**src/rtl/page_alloc_ctrl_pkg.sv**
```systemverilog
// Shared definitions for the page allocator: FSM state encoding and
// heap-index helpers for the binary "subtree full" tree (root at index 1,
// leaves at PAGES..2*PAGES-1).
package qpl_pkg;

  typedef enum logic [2:0] {
    ST_IDLE   = 3'd0,
    ST_WALK   = 3'd1,
    ST_COMMIT = 3'd2,
    ST_FCHK   = 3'd3,
    ST_UPDATE = 3'd4
  } state_e;

  // Heap index of the first leaf.
  function automatic int unsigned heap_leaf_base(input int unsigned pages);
    return pages;
  endfunction

  // Heap index of the parent node.
  function automatic int unsigned heap_parent(input int unsigned idx);
    return idx >> 1;
  endfunction

  // Heap index of the left child.
  function automatic int unsigned heap_left(input int unsigned idx);
    return idx << 1;
  endfunction

  // Heap index of the right child.
  function automatic int unsigned heap_right(input int unsigned idx);
    return (idx << 1) | 32'd1;
  endfunction

endpackage

```
**src/rtl/page_alloc_ctrl_if.sv**
```systemverilog
// Request/response bundle between the page-request front end (master) and
// the page allocator controller (slave).
interface page_alloc_ctrl_if #(
  parameter int PAGES = 16
);
  localparam int DEPTH = $clog2(PAGES);

  logic             i_alloc_req;
  logic             o_alloc_gnt;
  logic             o_alloc_nack;
  logic [DEPTH-1:0] o_alloc_page;
  logic             i_free_vld;
  logic [DEPTH-1:0] i_free_page;
  logic             o_free_ack;
  logic             o_err;
  logic             o_busy;
  logic             o_full;
  logic [DEPTH:0]   o_free_cnt;

  modport master (
    output i_alloc_req, i_free_vld, i_free_page,
    input  o_alloc_gnt, o_alloc_nack, o_alloc_page, o_free_ack, o_err,
           o_busy, o_full, o_free_cnt
  );

  modport slave (
    input  i_alloc_req, i_free_vld, i_free_page,
    output o_alloc_gnt, o_alloc_nack, o_alloc_page, o_free_ack, o_err,
           o_busy, o_full, o_free_cnt
  );

endinterface

```
**src/rtl/page_alloc_ctrl_chk.sv**
```systemverilog
// Invariant checker for the page allocator: the walk never sees two full
// children, the free count stays in range, and at rest the root full bit
// agrees with the free count.
module page_alloc_ctrl_chk #(
  parameter int PAGES = 16
) (
  input logic                     i_clk,
  input logic                     i_rstn,
  input logic                     i_walk,
  input logic                     i_stuck,
  input logic                     i_idle,
  input logic                     i_full_root,
  input logic [$clog2(PAGES):0]   i_free_cnt
);
  localparam int DEPTH = $clog2(PAGES);

  a_no_stuck: assert property (@(posedge i_clk) disable iff (!i_rstn)
    i_walk |-> !i_stuck);

  a_cnt_range: assert property (@(posedge i_clk) disable iff (!i_rstn)
    i_free_cnt <= (DEPTH+1)'(PAGES));

  a_full_vs_cnt: assert property (@(posedge i_clk) disable iff (!i_rstn)
    i_idle |-> (i_full_root == (i_free_cnt == {(DEPTH+1){1'b0}})));

endmodule

```
**src/rtl/page_alloc_ctrl_walk_step.sv**
```systemverilog
// One level of the allocation walk: picks the child to descend into.
// The policy bit selects the preferred side; a full preferred child forces
// the other side so the walk never enters a full subtree.
module pa_walk_step (
  input  logic i_left_full,
  input  logic i_right_full,
  input  logic i_inv,
  output logic o_go_right,
  output logic o_stuck
);

  // Steering: inv=0 prefers left, inv=1 prefers right.
  always_comb begin
    if (i_inv) begin
      o_go_right = ~i_right_full;
    end else begin
      o_go_right = i_left_full;
    end
    o_stuck = i_left_full & i_right_full;
  end

endmodule

```
**src/rtl/page_alloc_ctrl.sv**
```systemverilog
// Page allocator controller: sole writer of the heap-indexed "subtree full"
// tree. Allocations walk root-to-leaf one level per cycle, frees check and
// clear a leaf, and both repair ancestors leaf-to-root afterwards.
// Optional macro QPL_ALLOC_ROTATE_EN: alternate lowest-free-first and
// highest-free-first after every grant (default: always lowest first).
module page_alloc_ctrl
  import qpl_pkg::*;
#(
  parameter int PAGES = 16
) (
  input logic              i_clk,
  input logic              i_rstn,
  page_alloc_ctrl_if.slave bus
);
  localparam int DEPTH = $clog2(PAGES);
  localparam int IDX_W = DEPTH + 1;
  localparam int LVL_W = (DEPTH > 1) ? $clog2(DEPTH) : 1;

  state_e               state_q, state_d;
  logic [IDX_W-1:0]     idx_q, idx_d;
  logic [LVL_W-1:0]     lvl_q, lvl_d;
  logic [2*PAGES-1:1]   full_q, full_d;
  logic [DEPTH:0]       cnt_q, cnt_d;
  logic [DEPTH-1:0]     page_q, page_d;
  logic                 gnt_q, gnt_d;
  logic                 nack_q, nack_d;
  logic                 ack_q, ack_d;
  logic                 err_q, err_d;
  logic                 busy_q, busy_d;
  logic                 inv_s;

  logic                 accept_free_s;
  logic                 accept_alloc_s;
  logic                 walk_last_s;
  logic [IDX_W-1:0]     leaf_s;
  logic [IDX_W-1:0]     lc_s, rc_s, child_s;
  logic [IDX_W-1:0]     parent_s, plc_s, prc_s;
  logic                 go_right_s;
  logic                 stuck_s;

`ifdef QPL_ALLOC_ROTATE_EN
  logic inv_q, inv_d;
  assign inv_s = inv_q;
`else
  assign inv_s = 1'b0;
`endif

  assign leaf_s   = IDX_W'(heap_leaf_base(32'(PAGES)) + 32'(bus.i_free_page));
  assign lc_s     = IDX_W'(heap_left(32'(idx_q)));
  assign rc_s     = IDX_W'(heap_right(32'(idx_q)));
  assign child_s  = go_right_s ? rc_s : lc_s;
  assign parent_s = IDX_W'(heap_parent(32'(idx_q)));
  assign plc_s    = IDX_W'(heap_left(32'(parent_s)));
  assign prc_s    = IDX_W'(heap_right(32'(parent_s)));

  assign walk_last_s    = (lvl_q == LVL_W'(DEPTH - 1));
  assign accept_free_s  = (state_q == ST_IDLE) && bus.i_free_vld;
  // The cycle showing a nack is skipped so a requester still holding the
  // request for that cycle is not nacked twice.
  assign accept_alloc_s = (state_q == ST_IDLE) && !bus.i_free_vld &&
                          bus.i_alloc_req && !nack_q;

  pa_walk_step u_step (
    .i_left_full  (full_q[lc_s]),
    .i_right_full (full_q[rc_s]),
    .i_inv        (inv_s),
    .o_go_right   (go_right_s),
    .o_stuck      (stuck_s)
  );

  // State and datapath registers with asynchronous active-low reset.
  always_ff @(posedge i_clk or negedge i_rstn) begin
    if (!i_rstn) begin
      state_q <= ST_IDLE;
      idx_q   <= {IDX_W{1'b0}};
      lvl_q   <= {LVL_W{1'b0}};
      full_q  <= {(2*PAGES-1){1'b0}};
      cnt_q   <= (DEPTH+1)'(PAGES);
      page_q  <= {DEPTH{1'b0}};
      gnt_q   <= 1'b0;
      nack_q  <= 1'b0;
      ack_q   <= 1'b0;
      err_q   <= 1'b0;
      busy_q  <= 1'b0;
`ifdef QPL_ALLOC_ROTATE_EN
      inv_q   <= 1'b0;
`endif
    end else begin
      state_q <= state_d;
      idx_q   <= idx_d;
      lvl_q   <= lvl_d;
      full_q  <= full_d;
      cnt_q   <= cnt_d;
      page_q  <= page_d;
      gnt_q   <= gnt_d;
      nack_q  <= nack_d;
      ack_q   <= ack_d;
      err_q   <= err_d;
      busy_q  <= busy_d;
`ifdef QPL_ALLOC_ROTATE_EN
      inv_q   <= inv_d;
`endif
    end
  end

  // Next-state logic: free wins over alloc in IDLE.
  always_comb begin
    state_d = state_q;
    case (state_q)
      ST_IDLE: begin
        if (accept_free_s) begin
          state_d = ST_FCHK;
        end else if (accept_alloc_s && !full_q[1]) begin
          state_d = ST_WALK;
        end else begin
          state_d = ST_IDLE;
        end
      end
      ST_WALK: begin
        if (walk_last_s) begin
          state_d = ST_COMMIT;
        end else begin
          state_d = ST_WALK;
        end
      end
      ST_COMMIT: state_d = ST_UPDATE;
      ST_FCHK: begin
        if (full_q[idx_q]) begin
          state_d = ST_UPDATE;
        end else begin
          state_d = ST_IDLE;
        end
      end
      ST_UPDATE: begin
        if (parent_s == IDX_W'(1)) begin
          state_d = ST_IDLE;
        end else begin
          state_d = ST_UPDATE;
        end
      end
      default: state_d = ST_IDLE;
    endcase
  end

  // Datapath and output pulses; pulses are registered so they appear in
  // the cycle after the decision.
  always_comb begin
    idx_d  = idx_q;
    lvl_d  = lvl_q;
    full_d = full_q;
    cnt_d  = cnt_q;
    page_d = page_q;
    gnt_d  = 1'b0;
    nack_d = 1'b0;
    ack_d  = 1'b0;
    err_d  = 1'b0;
    busy_d = (state_d != ST_IDLE);
`ifdef QPL_ALLOC_ROTATE_EN
    inv_d  = inv_q;
`endif
    case (state_q)
      ST_IDLE: begin
        if (accept_free_s) begin
          idx_d = leaf_s;
          ack_d = full_q[leaf_s];
          err_d = ~full_q[leaf_s];
        end else if (accept_alloc_s) begin
          if (full_q[1]) begin
            nack_d = 1'b1;
          end else begin
            idx_d = IDX_W'(1);
            lvl_d = {LVL_W{1'b0}};
          end
        end else begin
          idx_d = idx_q;
        end
      end
      ST_WALK: begin
        idx_d = child_s;
        if (walk_last_s) begin
          gnt_d  = 1'b1;
          page_d = DEPTH'(32'(child_s) - heap_leaf_base(32'(PAGES)));
        end else begin
          lvl_d = lvl_q + LVL_W'(1);
        end
      end
      ST_COMMIT: begin
        full_d[idx_q] = 1'b1;
        if (cnt_q != {(DEPTH+1){1'b0}}) begin
          cnt_d = cnt_q - (DEPTH+1)'(1);
        end else begin
          cnt_d = cnt_q;
        end
`ifdef QPL_ALLOC_ROTATE_EN
        inv_d = ~inv_q;
`endif
      end
      ST_FCHK: begin
        if (full_q[idx_q] && (cnt_q != (DEPTH+1)'(PAGES))) begin
          full_d[idx_q] = 1'b0;
          cnt_d         = cnt_q + (DEPTH+1)'(1);
        end else begin
          full_d[idx_q] = 1'b0;
        end
      end
      ST_UPDATE: begin
        idx_d            = parent_s;
        full_d[parent_s] = full_q[plc_s] & full_q[prc_s];
      end
      default: begin
        idx_d = {IDX_W{1'b0}};
      end
    endcase
  end

  assign bus.o_alloc_gnt  = gnt_q;
  assign bus.o_alloc_nack = nack_q;
  assign bus.o_alloc_page = page_q;
  assign bus.o_free_ack   = ack_q;
  assign bus.o_err        = err_q;
  assign bus.o_busy       = busy_q;
  assign bus.o_full       = full_q[1];
  assign bus.o_free_cnt   = cnt_q;

  page_alloc_ctrl_chk #(.PAGES(PAGES)) u_chk (
    .i_clk       (i_clk),
    .i_rstn      (i_rstn),
    .i_walk      (state_q == ST_WALK),
    .i_stuck     (stuck_s),
    .i_idle      (state_q == ST_IDLE),
    .i_full_root (full_q[1]),
    .i_free_cnt  (cnt_q)
  );

endmodule

```
**src/flat_wrapper.sv**
```systemverilog
// flat-port wrapper written by rule: the top's interface ports become plain ports
module page_alloc_ctrl_flat import qpl_pkg::*;
#(
  parameter int PAGES = 16
)
  (i_clk, i_rstn, bus_i_alloc_req, bus_i_free_vld, bus_i_free_page, bus_o_alloc_gnt, bus_o_alloc_nack, bus_o_alloc_page, bus_o_free_ack, bus_o_err, bus_o_busy, bus_o_full, bus_o_free_cnt);
  page_alloc_ctrl_if #(.PAGES(PAGES)) bus_i ();
  input logic i_clk;
  input logic i_rstn;
  input wire logic [$bits(bus_i.i_alloc_req)-1:0] bus_i_alloc_req;
  input wire logic [$bits(bus_i.i_free_vld)-1:0] bus_i_free_vld;
  input wire logic [$bits(bus_i.i_free_page)-1:0] bus_i_free_page;
  output wire logic [$bits(bus_i.o_alloc_gnt)-1:0] bus_o_alloc_gnt;
  output wire logic [$bits(bus_i.o_alloc_nack)-1:0] bus_o_alloc_nack;
  output wire logic [$bits(bus_i.o_alloc_page)-1:0] bus_o_alloc_page;
  output wire logic [$bits(bus_i.o_free_ack)-1:0] bus_o_free_ack;
  output wire logic [$bits(bus_i.o_err)-1:0] bus_o_err;
  output wire logic [$bits(bus_i.o_busy)-1:0] bus_o_busy;
  output wire logic [$bits(bus_i.o_full)-1:0] bus_o_full;
  output wire logic [$bits(bus_i.o_free_cnt)-1:0] bus_o_free_cnt;
  assign bus_i.i_alloc_req = bus_i_alloc_req;
  assign bus_i.i_free_vld = bus_i_free_vld;
  assign bus_i.i_free_page = bus_i_free_page;
  assign bus_o_alloc_gnt = bus_i.o_alloc_gnt;
  assign bus_o_alloc_nack = bus_i.o_alloc_nack;
  assign bus_o_alloc_page = bus_i.o_alloc_page;
  assign bus_o_free_ack = bus_i.o_free_ack;
  assign bus_o_err = bus_i.o_err;
  assign bus_o_busy = bus_i.o_busy;
  assign bus_o_full = bus_i.o_full;
  assign bus_o_free_cnt = bus_i.o_free_cnt;
  page_alloc_ctrl #(.PAGES(PAGES)) u_core (.i_clk(i_clk), .i_rstn(i_rstn), .bus(bus_i));
endmodule
```
**config.mk**
```make
export PLATFORM = sky130hd
export DESIGN_NAME = page_alloc_ctrl_flat
export DESIGN_NICKNAME = d
export VERILOG_FILES = /design/src/rtl/page_alloc_ctrl_pkg.sv /design/src/rtl/page_alloc_ctrl_if.sv /design/src/rtl/page_alloc_ctrl_chk.sv /design/src/rtl/page_alloc_ctrl_walk_step.sv /design/src/rtl/page_alloc_ctrl.sv /design/src/flat_wrapper.sv
export SDC_FILE = /design/constraint.sdc
export NUM_CORES = 1
export LEC_CHECK = 0
export ABC_CLOCK_PERIOD_IN_PS = 6800
export CORE_ASPECT_RATIO = 1.1
export CORE_MARGIN = 1
export CORE_UTILIZATION = 30
export CTS_CLUSTER_SIZE = 8
export DETAILED_ROUTE_END_ITERATION = 7
export SETUP_SLACK_MARGIN = 0.02
export SYNTH_ARGS = -nofsm -noshare
export SYNTH_HDL_FRONTEND = slang
export SYNTH_SLANG_ARGS = --single-unit
```
**constraint.sdc**
```tcl
create_clock -name i_clk -period 6.8 [get_ports i_clk]
set_input_delay 1.36 -clock i_clk [delete_from_list [all_inputs] [get_ports i_clk]]
set_output_delay 1.36 -clock i_clk [all_outputs]
set_load 0.05 [all_outputs]
```
# Yosys cells after proc, flatten, opt, wreduce, memory -nomap -nowiden
# Index checks and enable logic that the tools add are counted.
# op_classes
addsub	5
order_cmp	8
eq_ne	15
muxes	45
n_bitwise	6
reduce_logical	22
# ops
op	n
$pmux W31 S3	1
$and A31 B31 Y31	1
$bwmux W31	1
$not A31 Y31	1
$or A31 B31 Y31	1
$lt A5 B6 Y1 const B	5
$mux W5	5
$pmux W5 S4	1
$mux W1	19
$pmux W3 S5	1
$bmux W1 S4	3
$mux W2	6
$bmux W1 S5	2
$pmux W5 S2	1
$logic_and A1 B1 Y1	8
$eq A3 B2 Y1 const B	2
$lt A4 B6 Y1 const B	1
$mux W3	2
$ne A2 B1 Y1 const B	3
$ne A2 B2 Y1 const B	3
$reduce_and A3 Y1	2
$reduce_bool A3 Y1	2
$add A5 B1 Y5 const B	1
$add A5 B4 Y5 const A	1
other kinds (24)	28
# totals
ff_bits	55
input_bits	8

# Longest topological paths before layout
# logic_depth
word_depth	9
depth_mapped	10

# Hierarchy
# From an unflattened synthesis, not the netlist that was laid out.
# hier_totals
hier_cells	397
area_unflattened_um2	3981.3
# by_module_without_submodules
mod	instances	cells_each	area_per_inst_um2
page_alloc_ctrl	1	394	3966.3
pa_walk_step	1	3	15.0

# Least setup slack after synthesis
# Ideal clock, no wire load.
# synth_path
kind	in2reg
start	input port bus_i_free_page[1]
end	register u_core.ack_q (netlist: u_core.bus.o_free_ack)
setup_time_ps	119
arrival_ps	2770
t_required_ps	6681
slack_ps	3911
stages	4
path_buffers	1
cell_sequence	clkbuf_1 mux4_2 mux4_2 and2_1
# synth_via
elab_chain_len	5
# synth_lines
element	line_no	source
start: declaration	flat_wrapper.sv:12	input wire logic [$bits(bus_i.i_free_page)-1:0] bus_i_free_page;
$add A5 B4 Y5	page_alloc_ctrl.sv:48	assign leaf_s = IDX_W'(heap_leaf_base(32'(PAGES)) + 32'(bus.i_free_page));
$bmux W1 S5	page_alloc_ctrl.sv:165	ack_d = full_q[leaf_s];
$mux W1 (implied by the code)	page_alloc_ctrl.sv:165	
$mux W1	page_alloc_ctrl.sv:163	if (accept_free_s) begin
$mux W1	page_alloc_ctrl.sv:161	case (state_q)
net u_core.ack_d	page_alloc_ctrl.sv:27	logic ack_q, ack_d;
end signal: assignment	page_alloc_ctrl.sv:97	ack_q <= ack_d;
end: declaration	page_alloc_ctrl.sv:27	
# The timed path passes the listed nets, and every way through them passes these cells. The select of a mux whose other input is x is not followed.
# A chain may end at the register's enable or synchronous reset.

# Worst setup path after layout
# layout_path
start	register u_core.state_q[1]
end	register u_core.cnt_q[4] (netlist: u_core.bus.o_free_cnt[4])
# layout_via
elab_chain_len	3
word_cells_on_any_way	7
cone_classes	4 x eq/ne; 1 x mux; 2 x reduce/logical
# layout_lines
element	line_no	source
start: declaration	page_alloc_ctrl.sv:19	state_e state_q, state_d;
start signal: assignment	page_alloc_ctrl.sv:89	state_q <= state_d;
$eq A3 B2 Y1	page_alloc_ctrl.sv:161	
$ne A2 B1 Y1 (no source line) / $reduce_bool A2 Y1 (equally long branches)	--	
$reduce_and A3 Y1 (no source line)	--	
end signal: assignment	page_alloc_ctrl.sv:78	cnt_q <= (DEPTH+1)'(PAGES);
end signal: assignment	page_alloc_ctrl.sv:93	cnt_q <= cnt_d;
end: declaration	page_alloc_ctrl.sv:23	logic [DEPTH:0] cnt_q, cnt_d;
# Several ways; a longest one is shown, not always the timed one.

==> flow_metrics.py <==
metrics = {
    "synthesis": {
        "synth.avg_cell_area_um2": 9.66,
        "synthCells": 401,
        "synth-compound-area-share": 0.211,
        "ys_types": 65,
        "synth_fa_ha_area_frac": 0.0181,
        "ys_async_sr_fraction": 1.00,
        "seq_area_frac_synth": 0.356,
        "synthTopCellsByArea": "dfrtp_1 35%, mux4_2 7.0%, mux2i_1 4.1%, mux4_1 4.1%, o21ai_0 3.6%",
        "yosysTopAreaCell": "dfrtp_1",
        "synth-simple-area-share": 0.168,
        "dominantRegCellSynth": "dfrtp_1",
        "synth_top_family_by_area": "compound AO/OA/AOI/OAI gates",
        "synthMuxAreaShare": 0.193,
        "synth.top_cell.area_share": 0.349,
        "yosysWarnings": 0,
        "synth-xor-area-share": 0.00452,
        "ys_ff_latch": 55,
        "synth_edf_count": 0,
        "syn_area_um2": 3870,
        "synth.net_count": 414,
    },
    "setup_path": {
        "r2r_end": "u_core.bus.o_free_cnt[4]",
        "startpoint": "u_core.state_q[1]",
        "critPathTopFamily": "simple AND/OR/NAND/NOR gates",
        "critical_path_class": "register to register",
        "critPathArrivalTime_ns": 3.54,
        "rr_startpoint": "u_core.state_q[1]",
        "cp_cell_sequence": "nand2_1, nor2_1, inv_1, fa_1, a21o_1, a21oi_1, nor2_1, o32ai_1",
        "endpoint": "u_core.bus.o_free_cnt[4]",
        "cp.required_ns": 7.01,
        "reg2reg_slack_ns": 3.47,
        "slowest_delay_ns": 0.80,
        "path_depth": 8,
        "cp_common_cell": "nor2_1",
        "cp-end-kind": "register",
        "r2r_cells": 8,
        "path_max_fanout": 19,
        "start_kind": "register",
        "critPathSlowestCell": "dfrtp_1",
        "cp_num_buf_inv": 1,
    },
    "place": {
        "gp_congestion": 0.887,
        "io_buffers": 22,
        "hpwl_mm": 7.21,
    },
    "sta": {
        "worst_slew_pin_slew_ns": 1.00,
        "maxSlewViolCount": 0,
        "fin_tns_setup_ns": 0,
        "max_freq_ghz": 0.300,
        "rsz0062_at_grt": "false",
        "finalClockSkew_ns": 0.00323,
        "setup_viol": 0,
        "min_period_ns": 3.33,
        "max_slew_margin": 0.331,
        "period_share": 0.490,
        "final_hold_viol_count": 0,
    },
    "power": {
        "power.switching_uw": 891,
        "power.total_mw": 1.88,
        "p_seq_frac": 0.330,
        "ir_worst_vdd_v": 0.000148,
        "power_density_nw_per_um2": 436,
        "power.share.combinational": 0.522,
        "p_int_uw": 988,
        "p_clk_frac": 0.148,
        "p_sw_frac": 0.474,
        "p_leak_nw": 1.72,
    },
    "final_layout": {
        "syn_to_final_growth_pct": 11.1,
        "drive_gt1_frac": 0.117,
        "layout.nets": 414,
        "diodes": 0,
        "final_cell_mix": "53 x dfrtp_1, 37 x nor2_1, 36 x nand2_1, 28 x o21ai_0, 26 x a21oi_1",
        "final_util": 0.342,
        "final_common_cell": "dfrtp_1",
    },
    "drt": {
        "dr.pass1.iters": 5,
        "final_antenna_net_count": 0,
        "first_iter_violations": 226,
        "routedWlPerCell_um": 18.5,
        "avgViaCountPerCell": 5.81,
        "wirelength_mm": 10.4,
        "drc": 0,
        "num_vias": 3249,
    },
    "clocking": {
        "path_clk_slew_ns": 0.07,
        "cts.sinks": 55,
        "htreeDepth": 2,
        "postCtsSetupRepairBufs": 0,
        "clk_latency_ns": 0.30,
        "cts_buffers": 5,
        "cts-hold-fix-buffers": 0,
        "cts-root-buf": "clkbuf_16",
        "clock_path_buffers": 2,
        "cts_tree": "built",
        "ctsResizeCount": 0,
    },
    "global_routing": {
        "antenna_found_initial": 0,
        "grt_pass1_vias": 3157,
        "grt_pass1_wl_mm": 16.8,
        "globalRouteOverflowTotal": 0,
        "track_usage": 0.162,
        "grt_max_degree": 56,
    },
    "job": {
        "max-cap-violations": 0,
    },
    "die": {
        "die_h_um": 121,
        "die_x_um": 110,
        "num_rows": 43,
        "num_io_pins": 23,
        "initial_core_util": 0.308,
        "dieArea_um2": 13400,
        "core_um2": 12600,
    },
    "status": {
        "outcome": "finished, final reports clean",
    },
    "hold_path": {
        "hold_path.class": "register to register",
    },
}
## worst register-to-register path, stage by stage, from the launching register on
cell and delay (ns):
dfrtp_1 0.80, nand2_1 0.42, nor2_1 0.52, inv_1 0.26, fa_1 0.45, a21o_1 0.17, a21oi_1 0.31, nor2_1 0.07
o32ai_1 0.24
## flip-flops by register name, summed over array words and instances (netlist names)
signal	count
u_core.bus.o_free_ack	1
u_core.bus.o_free_cnt	5
u_core.bus.o_alloc_nack	1
u_core.idx_q	5
u_core.bus.o_err	1
u_core.bus.o_busy	1
u_core.state_q	3
u_core.full_q	31
u_core.bus.o_alloc_page	4
u_core.bus.o_alloc_gnt	1
u_core.lvl_q	2
## through the flow
step	hold slack (ns)	cells	setup WS [ns]	instance area (um2)
2_1_floorplan	0.458	401	3.91	3870
3_3_place_gp	0.478	551	3.49	4150
3_5_place_dp	0.485	551	3.46	4150
4_1_cts	0.495	559	3.46	4310
5_1_grt	0.517	559	3.16	4310
6_report	0.489	559	3.47	4310
## logic make-up (layout without fill, tap and decap cells)
group                      after synthesis  in the layout
muxes                                   47             47
DFF                                     55             55
buffers and inverters                   41             42
xor gates and xnor gates                 2              2
adders and majority gates                5              5
AOI/OAI and AO/OA                      120            120
and+or+nand+nor                        131            131
## power by group through the flow
stage          clock (mW)  sequential [mW]  combinational, mW
6_report            0.277            0.621              0.981
5_1_grt             0.295            0.642               1.07
3_5_place_dp            0            0.623              0.977
4_1_cts             0.282            0.618              0.980
2_1_floorplan           0            0.636              0.714
3_3_place_gp            0            0.622              0.960
## cell usage after synthesis (2+ instances only)
| library cell | instances |
|---|---|
| a221oi_1 | 3 |
| mux4_1 | 6 |
| nand2_1 | 36 |
| o311ai_1 | 2 |
| a21oi_1 | 26 |
| ha_1 | 4 |
| o21a_1 | 3 |
| nor2_1 | 37 |
| inv_1 | 8 |
| a311o_1 | 2 |
| nand3_1 | 7 |
| nand3b_1 | 3 |
| a21o_1 | 2 |
| buf_6 | 3 |
| clkbuf_1 | 20 |
| a31o_2 | 3 |
| dfrtp_1 | 54 |
| o211ai_1 | 2 |
| o31ai_1 | 16 |
| o22ai_1 | 6 |
| and2_1 | 5 |
| nor4_1 | 4 |
| nor3_1 | 11 |
| a41o_1 | 2 |
| a31oi_1 | 4 |
| and4_1 | 3 |
| mux2i_1 | 16 |
| a221o_1 | 6 |
| mux4_2 | 12 |
| buf_2 | 4 |
| nand2b_1 | 7 |
| o221ai_1 | 2 |
| buf_1 | 5 |
| o21ai_0 | 28 |
| and3_1 | 2 |
| a211o_1 | 2 |
| mux2_2 | 12 |
| o311ai_0 | 2 |
| nor2b_1 | 5 |
## area by class of cell
cell class                 instances  area [um2]
inverter                           8        30.0
sequential                        55        1380
tap                              157         196
clock buffer                       8         156
multi-input combinational        305        2300
timing repair buffer              26         245
fill                            1292        8280
## layer usage
layer / share of wire / wire [um] / GRT usage
met1: 0.45 / 4670 / 0.215
met5: 0 / 0 / 0
met2: 0.48 / 4950 / 0.259
met4: 0.045 / 467 / 0.0839
met3: 0.027 / 283 / 0.0183
## how the worst min path moves through the flow
| stage | startpoint | slack (ns) | endpoint | cells past startpoint |
|---|---|---|---|---|
| floorplan | u_core.lvl_q[0] | 0.46 | u_core.lvl_q[0] | 1 |
| global placement | u_core.lvl_q[1] | 0.48 | u_core.lvl_q[1] | 1 |
| detailed placement | u_core.lvl_q[0] | 0.49 | u_core.lvl_q[0] | 1 |
| CTS | u_core.lvl_q[0] | 0.49 | u_core.lvl_q[0] | 1 |
| global route | u_core.lvl_q[0] | 0.52 | u_core.lvl_q[0] | 1 |
| finish | u_core.lvl_q[0] | 0.49 | u_core.lvl_q[0] | 1 |
(Power assumes the default switching activity.)
